**src/rtl/uart_pkg.sv**
```systemverilog
// uart_pkg: scheduler state encoding and line configuration shared by the UART blocks
package uart_pkg;
   typedef enum logic [1:0] {IDLE, ISSUE, WAIT_DONE, GAP} sched_state_t;
   typedef struct packed {
      logic parity_en;
      logic parity_type;
      logic stop_bits;
   } uart_cfg_t;
endpackage

```
**src/rtl/rr_arbiter.sv**
```systemverilog
// rr_arbiter: combinational round-robin pick, searching upward from ptr_i+1 with wrap
module rr_arbiter #(
   parameter int NUM_REQ = 4,
   localparam int IW = $clog2(NUM_REQ)
) (
   input  logic [NUM_REQ-1:0] req_i,
   input  logic [IW-1:0]      ptr_i,
   output logic [NUM_REQ-1:0] gnt_o,
   output logic [IW-1:0]      idx_o
);
   // Walk from lowest to highest priority so the last hit is the winner.
   always_comb begin
      gnt_o = '0;
      idx_o = '0;
      for (int i = NUM_REQ; i >= 1; i--) begin
         if (req_i[(int'(ptr_i) + i) % NUM_REQ]) begin
            gnt_o = '0;
            gnt_o[(int'(ptr_i) + i) % NUM_REQ] = 1'b1;
            idx_o = IW'((int'(ptr_i) + i) % NUM_REQ);
         end
      end
   end
endmodule

```
**src/rtl/uart_tx_sched.sv**
```systemverilog
// uart_tx_sched: round-robin sharing of one UART transmitter between byte producers,
// with frame-completion watchdog, inter-frame gap and between-frame config updates
module uart_tx_sched
   import uart_pkg::*;
#(
   parameter int NUM_REQ        = 4,
   parameter int GAP_CYCLES     = 0,
   parameter int TIMEOUT_CYCLES = 4096
) (
   input  logic                       clk_i,
   input  logic                       arst_i,
   input  logic [NUM_REQ-1:0]         req_valid_i,
   input  logic [NUM_REQ*8-1:0]       req_data_i,
   output logic [NUM_REQ-1:0]         req_ready_o,
   input  logic                       cfg_parity_en_i,
   input  logic                       cfg_parity_type_i,
   input  logic                       cfg_stop_bits_i,
   output logic                       cfg_parity_en_o,
   output logic                       cfg_parity_type_o,
   output logic                       cfg_stop_bits_o,
   output logic [7:0]                 tx_data_o,
   output logic                       tx_data_valid_o,
   input  logic                       tx_data_ready_i,
   input  logic                       tx_done_i,
   output logic [$clog2(NUM_REQ)-1:0] gnt_id_o,
   output logic                       busy_o,
   output logic                       timeout_o
);
   localparam int IW      = $clog2(NUM_REQ);
   localparam int CNT_TOP = (TIMEOUT_CYCLES > GAP_CYCLES) ? TIMEOUT_CYCLES : GAP_CYCLES;
   localparam int CW      = (CNT_TOP < 1) ? 1 : $clog2(CNT_TOP + 1);

   sched_state_t       state_q, state_d;
   logic [IW-1:0]      ptr_q, ptr_d, gnt_q, gnt_d, win_idx;
   logic [NUM_REQ-1:0] win_gnt;
   logic [7:0]         data_q, data_d, win_data;
   logic               valid_q, valid_d;
   logic [CW-1:0]      cnt_q, cnt_d;
   uart_cfg_t          cfg_q, cfg_d, cfg_in;
   logic               expire, frame_end;

   rr_arbiter #(.NUM_REQ(NUM_REQ)) u_arb (
      .req_i (req_valid_i),
      .ptr_i (ptr_q),
      .gnt_o (win_gnt),
      .idx_o (win_idx)
   );

   assign cfg_in    = '{parity_en: cfg_parity_en_i, parity_type: cfg_parity_type_i, stop_bits: cfg_stop_bits_i};
   assign expire    = (TIMEOUT_CYCLES != 0) && (cnt_q == CW'(TIMEOUT_CYCLES));
   assign frame_end = tx_done_i || expire;

   always_comb begin
      win_data = '0;
      for (int k = 0; k < NUM_REQ; k++)
         if (win_gnt[k]) win_data = req_data_i[8*k +: 8];
   end

   always_ff @(posedge clk_i or posedge arst_i) begin
      if (arst_i) begin
         state_q <= IDLE;
         ptr_q   <= IW'(NUM_REQ - 1);
         gnt_q   <= '0;
         data_q  <= '0;
         valid_q <= 1'b0;
         cnt_q   <= '0;
         cfg_q   <= '0;
      end else begin
         state_q <= state_d;
         ptr_q   <= ptr_d;
         gnt_q   <= gnt_d;
         data_q  <= data_d;
         valid_q <= valid_d;
         cnt_q   <= cnt_d;
         cfg_q   <= cfg_d;
      end
   end

   // One counter serves both the done watchdog and the gap timer; it saturates rather than wraps.
   always_comb begin
      state_d = state_q;
      ptr_d   = ptr_q;
      gnt_d   = gnt_q;
      data_d  = data_q;
      valid_d = valid_q;
      cnt_d   = cnt_q;
      cfg_d   = cfg_q;
      case (state_q)
         IDLE: begin
            cfg_d = cfg_in;
            if (|req_valid_i) begin
               state_d = ISSUE;
               ptr_d   = win_idx;
               gnt_d   = win_idx;
               data_d  = win_data;
               valid_d = 1'b1;
            end
         end
         ISSUE: if (tx_data_ready_i) begin
            state_d = WAIT_DONE;
            valid_d = 1'b0;
            cnt_d   = '0;
         end
         WAIT_DONE: if (frame_end) begin
            state_d = (GAP_CYCLES == 0) ? IDLE : GAP;
            cnt_d   = CW'(1);
         end else begin
            cnt_d = (&cnt_q) ? cnt_q : cnt_q + 1'b1;
         end
         GAP: if (cnt_q >= CW'(GAP_CYCLES)) state_d = IDLE;
              else cnt_d = cnt_q + 1'b1;
         default: state_d = IDLE;
      endcase
   end

   always_comb begin
      req_ready_o       = (state_q == IDLE && !arst_i) ? win_gnt : '0;
      tx_data_o         = data_q;
      tx_data_valid_o   = valid_q;
      gnt_id_o          = gnt_q;
      busy_o            = state_q != IDLE;
      timeout_o         = state_q == WAIT_DONE && expire && !tx_done_i;
      cfg_parity_en_o   = cfg_q.parity_en;
      cfg_parity_type_o = cfg_q.parity_type;
      cfg_stop_bits_o   = cfg_q.stop_bits;
   end
endmodule

```
**config.mk**
```make
export PLATFORM = sky130hd
export DESIGN_NAME = uart_tx_sched
export DESIGN_NICKNAME = d
export VERILOG_FILES = /design/src/rtl/uart_pkg.sv /design/src/rtl/rr_arbiter.sv /design/src/rtl/uart_tx_sched.sv
export SDC_FILE = /design/constraint.sdc
export NUM_CORES = 1
export LEC_CHECK = 0
export CAP_MARGIN = 20
export CORE_ASPECT_RATIO = 1.5
export CORE_MARGIN = 2
export CORE_UTILIZATION = 39
export DETAILED_ROUTE_END_ITERATION = 7
export PLACE_DENSITY = 0.67
export SETUP_SLACK_MARGIN = 0.2
export SLEW_MARGIN = 30
export SYNTH_ARGS = -nofsm -noshare
export SYNTH_HDL_FRONTEND = slang
export SYNTH_SLANG_ARGS = --single-unit
```
**constraint.sdc**
```tcl
create_clock -name clk_i -period 4.5 [get_ports clk_i]
set_input_delay 1.35 -clock clk_i [delete_from_list [all_inputs] [get_ports clk_i]]
set_output_delay 1.35 -clock clk_i [all_outputs]
set_load 0.03 [all_outputs]
```
==> qor.yml, run 1 <==
routing:
  postRouteAntennaNets: 0
  routedWlPerCell_um: 15.8
  drc: 0
  drtIter0Drc: 112
  viasPerCell: 5.64
  via_count: 2369
  first_pass_iters: 4
  routed_wl_um: 6620
finish:
  nets: 399
  stdcell_count: 420
  num_antenna_cells: 0
  final_area_mm2: 0.00334
  syn2layout_area_growth_pct: 43.1
  final_core_utilization_pct: 57.8
  drive_gt1_share_pct: 21.0
synthesis:
  synthTopCellsByCount: "nand2_1 (36), dfrtp_1 (29), o21ai_0 (20), nor2_1 (19), inv_1 (12)"
  netlist_top_cells_area: "dfrtp_1 (31%), nand2_1 (5.8%), ha_1 (4.8%), o21ai_0 (4.3%), nor2_1 (3.1%)"
  synth_top_area_share_pct: 31.1
  synth_area_mm2: 0.00234
  synth_cell_type_count: 55
  syn_avg_cell_area_um2: 8.95
  synth_ff_type: "dfrtp_1"
  yosysWarningCount: 0
  async_flop_share_pct: 100
  synth_cells: 261
  yosys_register_bits: 31
  ys_seq_area_share_pct: 33.3
  synth.most_common_cell: "nand2_1"
  synth_edf_count: 0
  syn_nets: 313
  synth_largest_area_cell: "dfrtp_1"
clock_tree:
  htreeDepth: 2
  cts_buffers: 5
  clkTransAtPathRegs_ns: 0.06
  clk_latency_ns: 0.28
  clockBufferDepth: 2
  cts_root_buf: "clkbuf_8"
  cts.sinks: 31
  ctsHoldBuffers: 0
  cts_tree: "done"
global_routing:
  overflow: 0
  grt_start_max_net_pins: 32
  antenna_found_initial: 0
  grt_pass1_vias: 2295
  grt_use_total_pct: 21.2
  grt_pass1_wl_um: 10900
worst_setup_path:
  r2r-start: "ptr_q[0]$_DFFE_PP1P_"
  worstPathMaxFanout: 5
  crit_buf_inv: 2
  max_stage_delay_ns: 0.50
  end_kind: "primary output"
  crit_family: "multiplexers"
  critical_path.startpoint_type: "input port"
  cp.arrival_ns: 2.88
  crit_chain: "buf_4 -> mux4_2 -> nor2b_4 -> a221o_1 -> nor2_2 -> nor3_2 -> buf_4"
  worstSetupPathType: "input port to primary output"
  startpoint: "req_valid_i[3]"
  cpMaxStageDelayCell: "mux4_2"
  crit_top_cell: "buf_4"
  cp.required_ns: 3.15
timing:
  max_slew_margin_pct: 59.8
  fmax_ghz: 0.236
  setup_violations: 0
  hold_violations: 0
  post-route-min-period_ns: 4.23
  slew_violations: 0
  fin_skew_ns: 0.00835
  period_share_pct: 94.0
  timing.final.ws_setup_ns: 0.269
  setup-tns-final_ns: 0
  rsz0062_at_grt: "yes"
  hold_slack_ns: 0.490
  max_slew.worst_pin.slew_ns: 0.604
place:
  gp_congestion: 0.826
  dpl-instance-area_mm2: 0.00317
  place_inst: 406
  port_buffers: 62
  hpwl_um: 4990
  pre_cts_ws_ns: -0.165
die:
  die_h_um: 98.8
  core-area_mm2: 0.00579
  start_util_pct: 40.4
  rows: 34
  dieWidth_um: 67.2
  dieArea_mm2: 0.00664
  io_pins: 63
power_and_ir_drop:
  p_int_mw: 1.34
  power_frac_comb_pct: 73.2
  leakage_nw: 1.40
  peakVddDrop_v: 0.000353
  p_sw_mw: 1.15
  p_total_mw: 2.49
  swShare_pct: 46.3
  power_frac_seq_pct: 17.0
  power.density_mw_per_mm2: 744
  clkPwrFrac_pct: 9.8
run:
  max-cap-violations: 0
worst_hold_path:
  hold_path.class: "flop to flop"
  min_from: "tx_data_valid_o$_DFFE_PP0P_"
run_status:
  status: "completed"
## kinds of logic (layout without fill, tap and decap cells)
kind of cell / count (synthesis) / count (layout) / synth area share, %
AND/OR/NAND/NOR: 90 / 90 / 18.6
AO/OA/AOI/OAI: 92 / 92 / 30.2
flip-flops: 31 / 31 / 33.3
buffers and inverters: 27 / 114 / 6.00
adder cells (fa/ha/maj): 9 / 9 / 4.82
multiplexers: 12 / 12 / 7.12
## worst reg2reg max path, stage by stage (launching register included)
cell and delay, ns:
dfstp_2 0.53, inv_1 0.12, ha_2 0.44, mux4_2 0.63, inv_1 0.21, buf_4 0.17
o2bb2ai_4 0.07, buf_4 0.13, buf_4 0.15, a311oi_1 0.38, o21ai_1 0.12
## final timing paths
check,to,slack [ns],cells after the start
max,req_ready_o[2],0.27,7
min,tx_data_valid_o$_DFFE_PP0P_,0.49,2
max reg2reg,tx_data_o[2]$_DFFE_PP0P_,1.44,10
min reg2reg,tx_data_valid_o$_DFFE_PP0P_,0.49,2
max in group asynchronous,ptr_q[1]$_DFFE_PP1P_,2.68,3
min in group asynchronous,gnt_id_o[0]$_DFFE_PP0P_,1.50,3
## state kept, by name (all words and copies together) (netlist names)
signal	flops
tx_data_valid_o	1
tx_data_o	8
cfg_stop_bits_o	1
cfg_parity_en_o	1
ptr_q	2
cnt_q	13
cfg_parity_type_o	1
state_q	2
gnt_id_o	2
## cell type report
class	instances	area, um2
sequential	31	778
tap	72	90.1
timing repair buffer	94	856
multi-input combinational	203	1470
clock buffer	7	96.3
fill	544	2440
inverter	12	45.0
clock inverter	1	7.51
## power by group through the flow
stage	Clock [mW]	Combinational, mW	Sequential, mW
2_1_floorplan	0	1.07	0.547
3_3_place_gp	0	1.71	0.434
3_5_place_dp	0	1.71	0.440
4_1_cts	0.250	1.79	0.434
5_1_grt	0.263	1.97	0.434
6_report	0.243	1.82	0.422
## timing repair
action	in CTS	in global routing
resized for setup	30	0
pin swaps	5	3
setup buffers	4	2
endpoints found under the setup margin	4	4
endpoints found under the hold margin	0	0
## placed cells by master (no fill, tap or decap), drive strengths merged, types with 3 or more instances in the layout
cell type,synthesis,routed
a31oi,4,4
and3,5,5
clkdlybuf4s50,0,54
nand4,3,3
a21oi,8,8
o311ai,8,8
a311oi,8,8
nand2b,5,5
clkbuf,5,7
nor2,19,19
a21o,4,4
ha,9,9
o22ai,3,3
mux4,3,3
buf,10,40
mux2i,5,5
nor3,5,5
dfrtp,29,29
inv,12,12
a2bb2oi,8,8
o21ai,28,28
nand2,36,36
o31ai,4,4
nor2b,3,3
mux2,4,4
nand3,4,4
nor4,4,4
## routing by layer
| metal | share of wire [%] | GRT usage (%) | wire length (um) |
|---|---|---|---|
| met3 | 4.0 | 2.85 | 264 |
| met5 | 0 | 0 | 0 |
| met1 | 40 | 25.3 | 2680 |
| met2 | 54 | 37.6 | 3600 |
| met4 | 1.1 | 7.38 | 72 |
Power figures use the tool's default switching activity.
==> inputs of run 2 (changes only) <==
- CELL_PAD_IN_SITES_DETAIL_PLACEMENT: default -> 0
- CELL_PAD_IN_SITES_GLOBAL_PLACEMENT: default -> 1
- CORE_UTILIZATION: 39 -> 36
- PLACE_DENSITY: 0.67 -> default
- PLACE_DENSITY_LB_ADDON: default -> 0.1
==> run 2 against run 1 <==
Global-route usage decreased by 1.6 points; final cell count increased by 1.7%; worst hold slack got worse by 0.013 ns; critical path depth increased by 1; first-iteration DRC count decreased by 18%; register-to-register slack improved by 0.03 ns; highest routed layer unchanged; clock power decreased by 13%.
==> qor.yml, run 2 (same netlist as run 1, synthesis figures left out) <==
global_routing:
  overflow: 0
  antenna_found_initial: 0
  grt_use_total_pct: 19.6
  grt_start_max_net_pins: 32
  grt_pass1_wl_um: 11200
  grt_pass1_vias: 2330
routing:
  postRouteAntennaNets: 0
  routed_wl_um: 7050
  via_count: 2349
  viasPerCell: 5.50
  first_pass_iters: 4
  drtIter0Drc: 92
  routedWlPerCell_um: 16.5
  drc: 0
finish:
  final_area_mm2: 0.00336
  largest-register: "cnt_q"
  syn2layout_area_growth_pct: 44.0
  stdcell_count: 427
  nets: 402
  final_common_cell: "clkdlybuf4s50_1"
  drive_gt1_share_pct: 21.4
  final_cell_mix: "clkdlybuf4s50_1 (54), nand2_1 (36), buf_4 (36)"
  final_core_utilization_pct: 52.6
  largest_register_ffs: 13
  num_antenna_cells: 0
  n_fill_cell: 605
place:
  port_buffers: 62
  dpl-instance-area_mm2: 0.00321
  gp_congestion: 0.767
  hpwl_um: 5390
  place_inst: 415
  pre_cts_ws_ns: -0.182
timing:
  post-route-min-period_ns: 4.31
  hold_violations: 0
  fin_skew_ns: 0.00575
  setup_violations: 0
  hold_slack_ns: 0.476
  max_slew_margin_pct: 53.7
  timing.final.ws_setup_ns: 0.190
  rsz0062_at_grt: "yes"
  max_slew.worst_pin.slew_ns: 0.693
  slew_violations: 0
  fmax_ghz: 0.232
  period_share_pct: 95.8
power_and_ir_drop:
  peakVddDrop_v: 0.000273
  power.density_mw_per_mm2: 730
  leakage_nw: 1.42
worst_setup_path:
  cp.arrival_ns: 2.96
  cp.required_ns: 3.15
  worstPathMaxFanout: 5
  worstSetupPathType: "input port to primary output"
  end_kind: "primary output"
  critical_path.startpoint_type: "input port"
clock_tree:
  cts.sinks: 31
  clockBufferDepth: 2
  cts_tree: "done"
  cts_root_buf: "clkbuf_8"
  cts_buffers: 5
  ctsHoldBuffers: 0
  clk_latency_ns: 0.28
  htreeDepth: 2
  clkTransAtPathRegs_ns: 0.06
run:
  max-cap-violations: 0
die:
  die_h_um: 103
  io_pins: 63
  start_util_pct: 36.5
  dieArea_mm2: 0.00716
  dieWidth_um: 69.8
  core-area_mm2: 0.00640
  rows: 36
worst_hold_path:
  hold_path.class: "flop to flop"
run_status:
  status: "completed"
## run 2: layout make-up
type | count | area (um2) | area share (%)
inverter | 12 | 45.0 | 1.34
clock inverter | 1 | 5.00 | 0.149
timing repair buffer | 97 | 893 | 26.6
sequential | 31 | 778 | 23.1
clock buffer | 7 | 76.3 | 2.27
tap | 76 | 95.1 | 2.83
multi-input combinational | 203 | 1470 | 43.7
## run 2: power by group
part | internal [mW] | total, mW | switching (mW)
Clock | 0.108 | 0.211 | 0.103
Combinational | 0.820 | 1.83 | 1.01
Sequential | 0.372 | 0.416 | 0.0444
## run 2: timing repair
| item | in CTS | in global routing |
|---|---|---|
| endpoints found under the setup margin | 4 | 3 |
| pin swaps | 5 | 4 |
| gates resized for setup | 26 | 8 |
| cloned | 0 | 0 |
| setup buffers | 2 | 2 |
## run 2: layer usage
metal	global-route usage (%)	wire length (um)	share of wire, %	up-vias
met4	6.36	75	1.1	0
met2	37.2	3840	54	43
met3	1.86	155	2.2	9
li1	-	-	-	1168
met1	23.2	2980	42	1129
met5	0	0	0	-
## run 2: worst paths after layout
check,startpoint,to,slack [ns],cells after the start
max,req_valid_i[0],req_ready_o[2],0.19,8
min,gnt_id_o[1]$_DFFE_PP0P_,gnt_id_o[1]$_DFFE_PP0P_,0.48,1
max reg2reg,ptr_q[0]$_DFFE_PP1P_,tx_data_o[2]$_DFFE_PP0P_,1.47,9
min reg2reg,gnt_id_o[1]$_DFFE_PP0P_,gnt_id_o[1]$_DFFE_PP0P_,0.48,1
max in group asynchronous,arst_i,ptr_q[0]$_DFFE_PP1P_,2.69,3
min in group asynchronous,arst_i,tx_data_o[7]$_DFFE_PP0P_,1.48,3
## run 2: through the flow
step           TNS, ns  total power [mW]
2_1_floorplan        0              1.61
3_3_place_gp    -0.562              2.17
3_5_place_dp    -0.634              2.17
4_1_cts              0              2.44
5_1_grt              0              2.63
6_report             0              2.45
## run 2: worst max-delay path, stage by stage
cell     delay (ns)
buf_8          0.10
mux4_2         0.49
buf_6          0.15
nor2b_4        0.13
a221o_1        0.35
nor2_2         0.16
nor3_2         0.05
buf_4          0.17
